`src/rtl/if_fetch_unit.sv`:
```
// IF-stage PC generator and fetch sequencer.
// Runs the ROM req/ack handshake and fills the IF/ID register.
module if_fetch_unit #(
    parameter int ADDR_WIDTH = 32,
    parameter int DATA_WIDTH = 32,
    parameter logic [ADDR_WIDTH-1:0] RESET_PC = 32'hBFC0_0000
) (
    input  logic                  clk,
    input  logic                  rst,
    input  logic                  stall,
    input  logic                  flush,
    input  logic [ADDR_WIDTH-1:0] flush_pc,
    input  logic                  branch_flag,
    input  logic [ADDR_WIDTH-1:0] branch_addr,
    output logic                  rom_req,
    output logic [ADDR_WIDTH-1:0] rom_addr,
    input  logic                  rom_ack,
    input  logic [DATA_WIDTH-1:0] rom_rdata,
    output logic [ADDR_WIDTH-1:0] pc,
    output logic [DATA_WIDTH-1:0] inst,
    output logic                  inst_valid
);

    typedef enum logic [1:0] {
        S_IDLE,
        S_REQ,
        S_HOLD,
        S_DRAIN
    } state_t;

    state_t                state;
    logic [ADDR_WIDTH-1:0] fetch_pc;
    logic [ADDR_WIDTH-1:0] pending_addr;
    logic [ADDR_WIDTH-1:0] flush_tgt;
    logic                  pending_br;
    logic [DATA_WIDTH-1:0] hold_inst;

    logic                  br_taken;
    logic [ADDR_WIDTH-1:0] pc_inc;
    logic [ADDR_WIDTH-1:0] next_pc;

    // A branch only counts when ID really holds an instruction and advances.
    assign br_taken = branch_flag & ~stall & inst_valid;
    assign pc_inc   = fetch_pc + {{(ADDR_WIDTH-3){1'b0}}, 3'd4};
    // Redirect from ID first, then a redirect parked while the slot was late.
    assign next_pc  = br_taken   ? branch_addr  :
                      pending_br ? pending_addr : pc_inc;
    assign rom_addr = fetch_pc;

    // Fetch FSM, fetch PC, branch bookkeeping and the IF/ID register.
    always_ff @(posedge clk or posedge rst) begin
        if (rst) begin
            state        <= S_IDLE;
            fetch_pc     <= RESET_PC;
            rom_req      <= 1'b0;
            pc           <= '0;
            inst         <= '0;
            inst_valid   <= 1'b0;
            pending_br   <= 1'b0;
            pending_addr <= '0;
            hold_inst    <= '0;
            flush_tgt    <= '0;
        end else begin
            unique case (state)
                S_IDLE: begin
                    state   <= S_REQ;
                    rom_req <= 1'b1;
                end
                S_REQ: begin
                    if (flush) begin
                        inst_valid <= 1'b0;
                        pending_br <= 1'b0;
                        if (rom_ack) begin
                            fetch_pc <= flush_pc;
                        end else begin
                            flush_tgt <= flush_pc;
                            state     <= S_DRAIN;
                        end
                    end else if (rom_ack && !stall) begin
                        pc         <= fetch_pc;
                        inst       <= rom_rdata;
                        inst_valid <= 1'b1;
                        fetch_pc   <= next_pc;
                        pending_br <= 1'b0;
                    end else if (rom_ack) begin
                        // ID is stalled: park the word, stop requesting.
                        hold_inst <= rom_rdata;
                        state     <= S_HOLD;
                        rom_req   <= 1'b0;
                    end else if (!stall) begin
                        inst_valid <= 1'b0;
                        if (br_taken) begin
                            pending_br   <= 1'b1;
                            pending_addr <= branch_addr;
                        end
                    end
                end
                S_HOLD: begin
                    if (flush) begin
                        inst_valid <= 1'b0;
                        pending_br <= 1'b0;
                        fetch_pc   <= flush_pc;
                        state      <= S_REQ;
                        rom_req    <= 1'b1;
                    end else if (!stall) begin
                        pc         <= fetch_pc;
                        inst       <= hold_inst;
                        inst_valid <= 1'b1;
                        fetch_pc   <= next_pc;
                        pending_br <= 1'b0;
                        state      <= S_REQ;
                        rom_req    <= 1'b1;
                    end
                end
                S_DRAIN: begin
                    // Old request stays on the bus until answered; data dropped.
                    inst_valid <= 1'b0;
                    pending_br <= 1'b0;
                    if (flush) begin
                        flush_tgt <= flush_pc;
                    end
                    if (rom_ack) begin
                        fetch_pc <= flush ? flush_pc : flush_tgt;
                        state    <= S_REQ;
                    end
                end
                default: begin
                    state   <= S_IDLE;
                    rom_req <= 1'b0;
                end
            endcase
        end
    end

endmodule
```
`config.mk`:
```
export PLATFORM = sky130hd
export DESIGN_NAME = if_fetch_unit
export DESIGN_NICKNAME = d
export VERILOG_FILES = /design/src/rtl/if_fetch_unit.sv
export SDC_FILE = /design/constraint.sdc
export NUM_CORES = 1
export LEC_CHECK = 0
export ABC_AREA = 1
export CAP_MARGIN = 20
export CORE_MARGIN = 2
export CORE_UTILIZATION = 35
export DETAILED_ROUTE_END_ITERATION = 8
export PLACE_DENSITY = 0.57
export SLEW_MARGIN = 30
export SYNTH_ARGS = -nofsm -noshare
export SYNTH_HDL_FRONTEND = slang
export SYNTH_SLANG_ARGS = --single-unit
export TNS_END_PERCENT = 100
```
`constraint.sdc`:
```
create_clock -name clk -period 11.75 [get_ports clk]
set_input_delay 1.7625 -clock clk [delete_from_list [all_inputs] [get_ports clk]]
set_output_delay 1.7625 -clock clk [all_outputs]
set_load 0.03 [all_outputs]
```
Word level (Yosys, flattened, before mapping)
Cells that the tools add are included.
{ "word_totals": {"reg_bits": 197, "in_bits": 102, "out_inout_bits": 98, "elab_cells": 104} }
{ "op_classes": {"n_addsub": 1, "n_eq_ne": 21, "mux": 50, "bitwise": 6, "n_reduce_logical": 16} }
{ "op_table": {"columns": ["operator", "n"], "rows": [
  ["$mux 32", 19],
  ["$pmux 32 s2", 3],
  ["$pmux 32 s3", 1],
  ["$add 32x3->32 const B", 1],
  ["$reduce_and 5->1", 5],
  ["$ne 2x2->1 const B", 9],
  ["$ne 3x3->1 const B", 6],
  ["$mux 1", 16],
  ["$mux 2", 7],
  ["$ne 4x4->1 const B", 3],
  ["$pmux 1 s3", 3],
  ["$pmux 2 s4", 1],
  ["$reduce_and 4->1", 2],
  ["$reduce_and 6->1", 1],
  ["$reduce_bool 3->1", 2],
  ["$eq 2x2->1 const B", 2],
  ["$not 1->1", 4],
  ["$reduce_bool 2->1", 2],
  ["$reduce_and 3->1", 1],
  ["$and 1x1->1", 2],
  ["$eq 2x1->1 const B", 1],
  ["$logic_not 2->1", 1],
  ["$logic_and 1x1->1", 1],
  ["$logic_not 1->1", 1]
]} }

Logic depth before layout (Yosys ltp)
{ "depth": {"ltp_word": 9, "ltp_mapped": 12, "depth_no_buf": 12} }

Worst setup path after synthesis
OpenSTA, ideal clock, no wires.
{ "synth_timing": {"path_type": "in2reg", "from": "input port flush", "to": "register hold_inst[10]", "setup_ns": 0.125, "t_arrival_ns": 2.797, "required_ns": 11.625, "path_slack_ns": 8.828, "cell_stages": 6, "path_buffers": 2, "cell_sequence": "buf_2 nor2_2 inv_1 nor2_4 buf_6 mux2_2"} }
{ "synth_via": {"elab_chain_cells": 2} }
{ "synth_lines": {"columns": ["element", "line", "source"], "rows": [
  ["from (decl)", "11", "input logic flush,"],
  ["$not 1->1 (no line)", null, null],
  ["$reduce_and 4->1 (no line)", null, null],
  ["to (signal assigned)", "87", "hold_inst <= rom_rdata;"],
  ["to (decl)", "36", "logic [DATA_WIDTH-1:0] hold_inst;"]
]} }
Every way passes these cells.
A chain may end at the register's enable or synchronous reset.

Final worst setup path
{ "layout_timing": {"from": "input port flush", "to": "register pending_addr[2]"} }
{ "layout_via": {"elab_chain_cells": 2} }
{ "layout_lines": {"columns": ["element", "line", "source"], "rows": [
  ["$not 1->1 (no line)", null, null],
  ["$reduce_and 6->1 (no line)", null, null],
  ["to (signal assigned)", "94", "pending_addr <= branch_addr;"],
  ["to (decl)", "33", "logic [ADDR_WIDTH-1:0] pending_addr;"]
]} }
Every way passes these cells.

==> run metrics <==
CTS HTree Levels 4; clock sink count between 150 and 200; hold endpoint pending_addr[16]; Place WS 6280 ps; area of the core 28700 µm²; fin crit share 42.4%; Die ar. a little over 30000 µm²; antenna violations before repair 0; Area growth syn-to-layout 27.9%; CP Launch Point flush; reg2reg path depth 10; Synth Warn # 0; peak supply drop about 100 µV; commonest non-fill, non-tap cells in the layout nand2_1 (348), nor2_1 (212), clkdlybuf4s50_1 (199); crit path kind in -> reg; wire length per cell 17.0 µm; minimum clock period about 5000 ps; GR Overflow Total 0; layout cells sized above 1 7.23%; commonest non-fill, non-tap cell in the layout nand2_1; routed vias about 9400; Most Used Layer, Global Route met1; Final HPWL DP 22400 µm; DRT Pass-1 Iters 5; synthesis-stage register bit count slightly below 200; min-delay src pending_addr[16]; GRT Total Usage a little over a fifth; post-cts sizing count 0; # diodes 0; CP required 12080 ps; Final setup viols 0; R2R Path End rom_addr[1]; first-pass GRT wire length 50400 µm; port bufs a little under 200; vias in the first global route between 8000 and 9000; outcome finished, final reports clean; nets 1597; Worst Path Max Fanout 62; TNS Setup 0 ps; clock insertion delay at the later pin of the skew report 440 ps; minimum hold slack between 400 and 500 ps; initial DRC count ~800; worst-margin pin slew around 820 ps; Max Cap Viol 0; fill cell count slightly below 3000; grt met1 use 32.1%; largest net degree at the start of global routing between 100 and 150; die height 175 µm; met2 global-route usage 31.0%; Hold Crit Depth 2; Die X-Extent 175 µm; total setup buffers inserted after CTS 0; CTS Buf Count 17; Setup WS post-layout approximately 6800 ps; RSZ-0062 raised after global routing no; num ports 200; Pleak 5.98 nW; worst reg-to-reg setup slack between 8000 and 9000 ps; PwrDens 270 nW/µm²; post-synth cell types 38; cell area after synthesis roughly 10000 µm²; clock buffer depth 2; Critical Path AT approximately 5300 ps; DR vias/cell ~5.0; DRC viols 0; TritonCTS clock tree yes; WL final about 32000 µm; Pwr Total around 0.0035 W; syn_nets about 1400; clk root buf clkbuf_16; min-delay worst type reg -> reg; Final Skew 11.7 ps; Final ANT Viol Nets 0; CTS Hold Bufs 0; Final Hold Fails 0; sequential share of the synthesized area 48.3%; Initial Util between 30% and 40%; Reg2Reg Launch Point state[1]; CP endpoint kind flip-flop; Critical Path Source Type input pin; Rows 62; cell count after synthesis 1341; final max-slew violation count 0; Clock transition at path regs approximately 80 ps; Slew headroom 45.0%; FMAX approximately 0.20 GHz; Avg Inst Size Synth between 7 and 8 µm²; routing usage on met3 3.57%; routability cong. roughly 0.87
## logic make-up (layout without fill, tap and decap cells)
family                     Yosys count  count (layout)  share of synthesized area (%)
buffers and inverters              172             338                           7.21
adders and majority gates            1               1                          0.122
DFF                                197             197                           48.3
xor gates and xnor gates             5               5                          0.428
AOI/OAI and AO/OA                  268             268                           14.0
and+or+nand+nor                    664             664                           26.2
muxes                               34              34                           3.74
## stage by stage
stage / utilization (%) / instances / cell area (µm²)
floorplan: - / 1341 / 10200
global placement: 43.2 / 1858 / 12400
detailed placement: 43.2 / 1858 / 12400
CTS: 45.4 / 1890 / 13000
global route: 45.6 / 1891 / 13100
finish: 45.6 / 1891 / 13100
## power breakdown
part | total [W] | switching, W | leakage (nW) | internal [W]
clock | 0.000620 | 0.000306 | 0.300 | 0.000314
combinational | 0.00166 | 0.00104 | 3.34 | 0.000622
sequential | 0.00125 | 0.000254 | 2.34 | 0.000991
total | 0.00353 | 0.00160 | 5.98 | 0.00193
## worst max-delay path by stage
stage	end	slack, ps
floorplan	flush_tgt[0]	4630
global placement	pending_addr[2]	6060
detailed placement	pending_addr[2]	6280
CTS	pending_addr[2]	6760
global route	pending_addr[2]	6510
finish	pending_addr[2]	6770
## synth_stat cells (all sizes together)
cell,n,share of area [%]
nand2,356,13
nor2,221,8.4
dfrtp,188,46
a21oi,113,5.6
o21ai,101,4.9
inv,99,3.7
nand3,80,3.9
a31oi,45,2.8
buf,44,2.5
mux2,34,3.7
clkbuf,29,1.1
dfstp,9,2.3
nand4,5,0.45
xor2,4,0.34
and2,2,0.12
o31ai,2,0.15
a211oi,1,0.073
a21boi,1,0.073
a22oi,1,0.073
ha,1,0.12
o211ai,1,0.073
o21bai,1,0.073
o221ai,1,0.086
o22ai,1,0.061
xnor2,1,0.086
## worst max-delay path: stages
cell and delay [ps]:
clkdlybuf4s50_1 450, buf_4 400, inv_2 440, nand2_1 760, inv_1 460, nand2_4 600
mux2_2 400
## registers in the layout, indices dropped and copies added, names as in the netlist
name / flops
flush_tgt: 32
hold_inst: 32
inst: 32
pc: 32
pending_addr: 32
rom_addr: 32
state: 2
inst_valid: 1
pending_br: 1
rom_req: 1
## layer usage
metal  share of wire, %  wire length, µm
met1                 49            15700
met2                 43            13800
met3                6.4             2070
met4                1.4              461
met5                  0                0
## final cells by class
cell class | count | area (µm²) | share of cell area (%)
clock buffers | 18 | 439 | 3.36
inverters | 99 | 389 | 2.98
clock inverters | 14 | 185 | 1.42
multi-input cells | 972 | 4570 | 34.9
flip-flops and latches | 197 | 4940 | 37.8
repair buffers | 207 | 2080 | 15.9
well taps | 384 | 480 | 3.67
(Power assumes the default switching activity.)
